==> config.mk <==
export PLATFORM = sky130hd
export DESIGN_NAME = iob_cache_write_buffer
export DESIGN_NICKNAME = d
export VERILOG_FILES = /design/src/rtl/iob_cache_write_buffer.sv
export SDC_FILE = /design/constraint.sdc
export NUM_CORES = 1
export LEC_CHECK = 0
export CAP_MARGIN = 10
export CORE_MARGIN = 2
export CORE_UTILIZATION = 48
export CTS_CLUSTER_DIAMETER = 30
export DETAILED_ROUTE_END_ITERATION = 8
export PLACE_DENSITY = 0.72
export SETUP_SLACK_MARGIN = 0.5
export SLEW_MARGIN = 20
export SYNTH_ARGS = -nofsm -noshare
export SYNTH_HDL_FRONTEND = slang
export SYNTH_SLANG_ARGS = --single-unit
==> constraint.sdc <==
create_clock -name clk_i -period 4.2 [get_ports clk_i]
set_input_delay 1.26 -clock clk_i [delete_from_list [all_inputs] [get_ports clk_i]]
set_output_delay 1.26 -clock clk_i [all_outputs]
set_load 0.03 [all_outputs]
==> src/rtl/iob_cache_write_buffer.sv <==
// Write-through FIFO feeding the AXI write channel; the issue registers hold the last popped entry stable.
// Optional same-address merge into the newest entry when IOB_CACHE_WBUF_MERGE_EN is defined.
`timescale 1ns/1ps
module iob_cache_write_buffer #(
  parameter int ADDR_W      = 24,
  parameter int DATA_W      = 32,
  parameter int DEPTH_W     = 2,
  parameter int FE_NBYTES   = DATA_W/8,
  parameter int FE_NBYTES_W = $clog2(FE_NBYTES)
) (
  input  logic                          clk_i,
  input  logic                          reset_i,
  input  logic                          push_i,
  input  logic [ADDR_W-FE_NBYTES_W-1:0] push_addr_i,
  input  logic [DATA_W-1:0]             push_wdata_i,
  input  logic [FE_NBYTES-1:0]          push_wstrb_i,
  output logic                          full_o,
  output logic                          empty_o,
  output logic [DEPTH_W:0]              level_o,
  output logic                          valid_o,
  input  logic                          ready_i,
  output logic [ADDR_W-FE_NBYTES_W-1:0] addr_o,
  output logic [DATA_W-1:0]             wdata_o,
  output logic [FE_NBYTES-1:0]          wstrb_o
);
  localparam int DEPTH = 1 << DEPTH_W;
  localparam int AW    = ADDR_W - FE_NBYTES_W;

  logic [AW-1:0]        r_mem_addr [DEPTH];
  logic [DATA_W-1:0]    r_mem_data [DEPTH];
  logic [FE_NBYTES-1:0] r_mem_strb [DEPTH];

  logic [DEPTH_W-1:0]   r_rd_ptr;
  logic [DEPTH_W-1:0]   r_wr_ptr;
  logic [DEPTH_W:0]     r_count;
  logic [AW-1:0]        r_addr;
  logic [DATA_W-1:0]    r_wdata;
  logic [FE_NBYTES-1:0] r_wstrb;
  logic                 r_busy;

  logic                 w_pop;
  logic                 w_full;
  logic                 w_alloc;
  logic                 w_merge;
  logic [DEPTH_W-1:0]   w_last_ptr;

  // count never exceeds DEPTH, so its MSB alone marks full
  assign w_full     = r_count[DEPTH_W];
  assign valid_o    = (r_count != '0);
  assign w_pop      = valid_o & ready_i;
  assign w_last_ptr = r_wr_ptr - DEPTH_W'(1);

`ifdef IOB_CACHE_WBUF_MERGE_EN
  // newest entry is leaving when it is the only one and is popped now
  assign w_merge = push_i & (r_count != '0)
                 & ~((r_count == (DEPTH_W+1)'(1)) & w_pop)
                 & (r_mem_addr[w_last_ptr] == push_addr_i);
  assign w_alloc = push_i & (~w_full | w_pop) & ~w_merge;
`else
  assign w_merge = 1'b0;
  assign w_alloc = push_i & (~w_full | w_pop);
`endif

  always_ff @(posedge clk_i) begin
    if (w_alloc) begin
      r_mem_addr[r_wr_ptr] <= push_addr_i;
      r_mem_data[r_wr_ptr] <= push_wdata_i;
      r_mem_strb[r_wr_ptr] <= push_wstrb_i;
    end else if (w_merge) begin
      for (int b = 0; b < FE_NBYTES; b++) begin
        if (push_wstrb_i[b]) begin
          r_mem_data[w_last_ptr][b*8 +: 8] <= push_wdata_i[b*8 +: 8];
          r_mem_strb[w_last_ptr][b]        <= 1'b1;
        end
      end
    end
  end

  always_ff @(posedge clk_i) begin
    if (reset_i) begin
      r_rd_ptr <= '0;
      r_wr_ptr <= '0;
      r_count  <= '0;
      r_addr   <= '0;
      r_wdata  <= '0;
      r_wstrb  <= '0;
      r_busy   <= 1'b0;
    end else begin
      if (w_alloc) r_wr_ptr <= r_wr_ptr + DEPTH_W'(1);
      if (w_pop) begin
        r_rd_ptr <= r_rd_ptr + DEPTH_W'(1);
        r_addr   <= r_mem_addr[r_rd_ptr];
        r_wdata  <= r_mem_data[r_rd_ptr];
        r_wstrb  <= r_mem_strb[r_rd_ptr];
      end
      if (w_alloc && !w_pop)      r_count <= r_count + (DEPTH_W+1)'(1);
      else if (w_pop && !w_alloc) r_count <= r_count - (DEPTH_W+1)'(1);
      // ready without a pop means the channel finished or is idle
      if (w_pop)        r_busy <= 1'b1;
      else if (ready_i) r_busy <= 1'b0;
    end
  end

  assign full_o  = w_full;
  assign level_o = r_count;
  assign empty_o = (r_count == '0) & ~r_busy;
  assign addr_o  = r_addr;
  assign wdata_o = r_wdata;
  assign wstrb_o = r_wstrb;
endmodule

# Word level (Yosys, flattened, before mapping)
# Memory sizes are Yosys's and may differ from the RTL's. A register that Yosys moved wholly into a read port is not among the register bits.
# Index checks and enable logic that the tools add are counted.
[totals] n_memories=3 elab_cells=31 in_bits=62 out_inout_bits=64 reg_bits=8 ram_bits=232
[classes] n_addsub=4 bitwise_logic=6 mux=6 n_reduce_logical=8
[mem_list] memory="r_mem_data" words=4 word_bits=32 rd=1 rd_ports_with_merged_regs=1 wr=1 line_no="30" source="logic [DATA_W-1:0] r_mem_data [DEPTH];"
[mem_list] memory="r_mem_addr" words=4 word_bits=22 rd=1 rd_ports_with_merged_regs=1 wr=1 line_no="29" source="logic [AW-1:0] r_mem_addr [DEPTH];"
[mem_list] memory="r_mem_strb" words=4 word_bits=4 rd=1 rd_ports_with_merged_regs=1 wr=1 line_no="31" source="logic [FE_NBYTES-1:0] r_mem_strb [DEPTH];"
[ops] operator="2-to-1 mux 3 bit" count=2
[ops] operator="adder 2 x 1 -> 2 bit (second input constant)" count=2
[ops] operator="2-to-1 mux 1 bit" count=4
[ops] operator="nonzero test 2 bit" count=2
[ops] operator="adder 3 x 1 -> 3 bit (second input constant)" count=1
[ops] operator="AND 1 bit" count=3
[ops] operator="zero test 3 bit" count=1
[ops] operator="nonzero test 3 bit" count=1
[ops] operator="subtractor 3 x 1 -> 3 bit (second input constant)" count=1
[ops] operator="logical AND 1 bit" count=2
[ops] operator="zero test 1 bit" count=2
[ops] operator="NOT 1 bit" count=2
[ops] operator="bitwise OR 1 bit" count=1

# Logic depth before layout (Yosys ltp)
[depth] word_depth=8 mapped_depth=8

# Worst setup path before layout
# No wires, ideal clock.
[synth_timing] path_kind="input port to flip-flop" from="input push_i" to="memory r_mem_addr[0][0] (netlist bit) (enable)" setup_slack_ns=0.878 t_required_ns=3.778 path_stages=3 arrival_time_ns=2.901 path_buffers=0 path_cell_list="inv_1 > nor2_1 > and2_1"
[synth_via] elab_chain_cells=3
[synth_lines] item="from (decl)" line_no="13" source="input logic push_i,"
[synth_lines] item="AND 1 bit" line_no="61" source="assign w_alloc = push_i & (~w_full | w_pop);"
[synth_lines] item="net w_alloc" line_no="43" source="logic w_alloc;"
[synth_lines] item="2-to-1 mux 1 bit" line_no="65" source="if (w_alloc) begin"
[synth_lines] item="2-to-1 mux 1 bit (not written as such)" line_no="66" source="r_mem_addr[r_wr_ptr] <= push_addr_i;"
[synth_lines] item="to (decl)" line_no="29"
# The timed path passes the listed nets, and every way through them passes these cells.

# Worst setup path after layout
[layout_timing] from="register r_count[2] (netlist: level_o[2])" to="output empty_o"
[layout_via] elab_chain_cells=2
[layout_lines] item="from (decl)" line_no="35" source="logic [DEPTH_W:0] r_count;"
[layout_lines] item="from (signal assigned)" line_no="96" source="if (w_alloc && !w_pop) r_count <= r_count + (DEPTH_W+1)'(1);"
[layout_lines] item="from (signal assigned)" line_no="97" source="else if (w_pop && !w_alloc) r_count <= r_count - (DEPTH_W+1)'(1);"
[layout_lines] item="zero test 3 bit" line_no="106" source="assign empty_o = (r_count == '0) & ~r_busy;"
[layout_lines] item="AND 1 bit" line_no="106"
[layout_lines] item="to (decl)" line_no="18" source="output logic empty_o,"
# No other way between the ends.

==> metrics <==
status complete, no violations; Fin Clk Skew ~0.022 ns; CP max FO 8; Initial Util 48.6%; Comb pwr share between 10% and 20%; Die Area 23200 um^2; CP Buf/Inv Count 1; RSZ-0062 raised after global routing false; wire per inst ~22 um; async set-reset flop share out of synthesis 0%; grt met1 use 25.0%; DRC 0; DR vias/cell roughly 5.5; # clock sinks ~300; worst-skew pair later-pin latency ~0.54 ns; Hold-fix buffers, CTS 0; Crit-path slowest cell clkdlybuf4s50_1; Max transition margin 38.0%; Placer Congestion ~0.75; min-delay src addr_o[14]$_SDFFE_PP0P_; antenna violations before repair 2; Overall Power approximately 9.9 mW; Crit path max-delay family buffers and inverters; remaining global-route overflow 0; critical path class reg2out; Worst Reg-to-Reg Cells 7; worst r2r dst level_o[2]$_SDFFE_PP0P_; Detailed Route Iter0 Violations between 300 and 400; Worst Tran Pin Value around 0.93 ns; Post-synth EDFFs about 230; Global Route Usage Sum around a fifth; Worst R2R Setup Slack ~1.8 ns; Worst path max stage delay 0.69 ns; nets 716; share of layout cells above drive strength 1 about 25%; htree depth 2; final hold viol count 0; number of fill cells 1423; P_int 7.26 mW; Placeable Area approximately 22000 um^2; Peak VDD IR 511 uV; number of CTS-inserted buffers 52; drt total wl 21400 um; ys flop type edfxtp_1; Synth top area share 66.0%; first-pass GRT wire length between 30000 and 40000 um; GR peak layer met2; Final Critical Period between 3 and 4 ns; Crit. End Element primary output; Critical Path AT around 2.2 ns; post-synth net total approximately 550; area of the mapped netlist 10600 um^2; Slew Limit Fails 0; Hold Crit Class reg2reg; sw frac 26.6%; P_sw 2.64 mW; Yosys cell types 25; top cells by count, synth edfxtp_1 (232), dfxtp_1 (66), a22o_1 (58), mux4_2 (58), buf_2 (14); sequential cell fraction of total power between 30 and 40%; Max Clock Freq around 290 MHz; hold depth 1; CP Launch Point level_o[2]$_SDFFE_PP0P_; Mapped Avg Cell Area between 20 and 25 um^2; register bit total from synthesis approximately 300; FP Rows 54; sequential area share after synthesis roughly four fifths; post-cts resize count 0; max-cap check violation count 0; post-synth top area cell edfxtp_1; Cell Pwr Density roughly 710 nW/um^2; GR Layer Usage met2 30.6%; fin crit share roughly 82%; area grow syn2layout 32.5%; dpl hpwl 12400 um; CP required 2.94 ns; Routed Antenna Nets 0; Startpoint Class flop; largest net degree at the start of global routing 60; CTS tree yes; Yosys warning count 0; setup TNS 0 ns; CTS Root Buffer Type clkbuf_16; worst-path cell chain or3_4 > nor2_1 > clkdlybuf4s50_1; FF-to-FF Start level_o[2]$_SDFFE_PP0P_; met3 usage ~4.8%; drt first pass iters 4; final setup violation count 0; worst hold endpoint addr_o[14]$_SDFFE_PP0P_; dominant cells by area after synthesis edfxtp_1 (66%), dfxtp_1 (13%), mux4_2 (12%); Die Width 152 um; clock buffer depth 3; Clk pwr share approximately 42%; via count about 5400; Pleak between 4 and 5 nW; total setup buffers inserted after CTS 0; most common cell in the netlist edfxtp_1; vias in the first global route around 5900; Reg clk slew, reported paths about 0.050 ns; IO Port Bufs approximately 130; synthesized instance count 484; I/O pin total between 100 and 150; die height ~150 um
## worst register-to-register path: cells and delay by family (launching register included)
family | cells | cell delay (ns)
AOI/OAI and AO/OA | 2 | 0.72
DFF | 1 | 0.40
adders and majority gates | 2 | 0.65
buffers and inverters | 1 | 0.06
xor gates and xnor gates | 1 | 0.17
and+or+nand+nor | 1 | 0.31
## worst max path at each step
stage	to	slack, ns	depth (start not counted)
detailed placement	level_o[2]$_SDFFE_PP0P_	0.46	9
finish	empty_o	0.75	3
floorplan	r_mem_addr[0][0]$_DFFE_PP_	0.88	3
global placement	level_o[2]$_SDFFE_PP0P_	0.59	9
global route	empty_o	0.67	3
CTS	empty_o	0.72	3
## cell type report
cell class                      instances  area (um^2)  share of cell area [%]
Clock buffer                           64         1420                    10.1
Clock inverter                         32          372                    2.66
Multi-Input combinational cell        154         2130                    15.2
Timing Repair Buffer                  138         1400                    10.0
Sequential cell                       298         8300                    59.3
Inverter                                4         15.0                   0.107
Antenna cell                            1         2.50                  0.0179
Tap cell                              280          350                    2.51
## cells in the final DEF (no fill, tap or decap), types with 3 or more instances in the layout
cell / Yosys / routed
edfxtp_1: 232 / 232
clkdlybuf4s50_1: 0 / 125
dfxtp_1: 66 / 64
mux4_2: 58 / 58
a22o_1: 58 / 58
clkbuf_16: 0 / 53
buf_4: 2 / 9
clkinvlp_4: 0 / 7
nor2_1: 7 / 6
clkinv_4: 0 / 6
inv_6: 0 / 6
clkinv_2: 0 / 6
clkbuf_1: 10 / 6
bufinv_16: 0 / 6
ha_1: 5 / 5
clkbuf_8: 0 / 5
inv_1: 4 / 4
and2_4: 0 / 4
xor2_1: 4 / 4
a21oi_1: 4 / 4
buf_12: 0 / 4
o21ai_0: 3 / 3
## kinds of logic (layout without fill, tap and decap cells)
logic type / Yosys count / after routing / share of synthesized area, %
and+or+nand+nor: 17 / 17 / 0.901
xor gates and xnor gates: 4 / 4 / 0.332
other: 0 / 1 / 0
DFF: 298 / 298 / 78.6
adders and majority gates: 6 / 6 / 0.783
buffers and inverters: 32 / 238 / 1.52
AOI/OAI and AO/OA: 68 / 68 / 5.43
muxes: 59 / 59 / 12.5
## power by group through the flow
stage	Clock, mW	Sequential [mW]	Combinational, mW
3_5_place_dp	0	3.91	1.89
3_3_place_gp	0	3.89	1.87
4_1_cts	4.24	3.86	1.90
2_1_floorplan	0	4.04	1.01
6_report	4.17	3.85	1.88
5_1_grt	4.38	3.91	1.98
## stage by stage
step                      cell area, um^2  hold slack [ns]  cells  util (%)  setup WS, ns
after floorplan                     10600            0.450    484         -         0.878
after global placement              12200            0.461    874      56.2         0.587
after detailed placement            12200            0.462    874      56.2         0.464
after CTS                           14000            0.477    970      64.4         0.724
after global routing                14000            0.480    970      64.4         0.670
final                               14000            0.473    971      64.5         0.745
## state kept, by name (all words and copies together) (netlist names)
name	cells
addr_o	22
level_o	3
r_busy	1
r_mem_addr	88
r_mem_data	128
r_mem_strb	16
r_rd_ptr	2
r_wr_ptr	2
wdata_o	32
wstrb_o	4
## routing by layer
layer	part of all wire, %	up-vias
li1	-	2359
met1	44	2787
met2	49	178
met3	6.3	27
met4	1.4	2
met5	0.075	-
(Power assumes the default switching activity.)
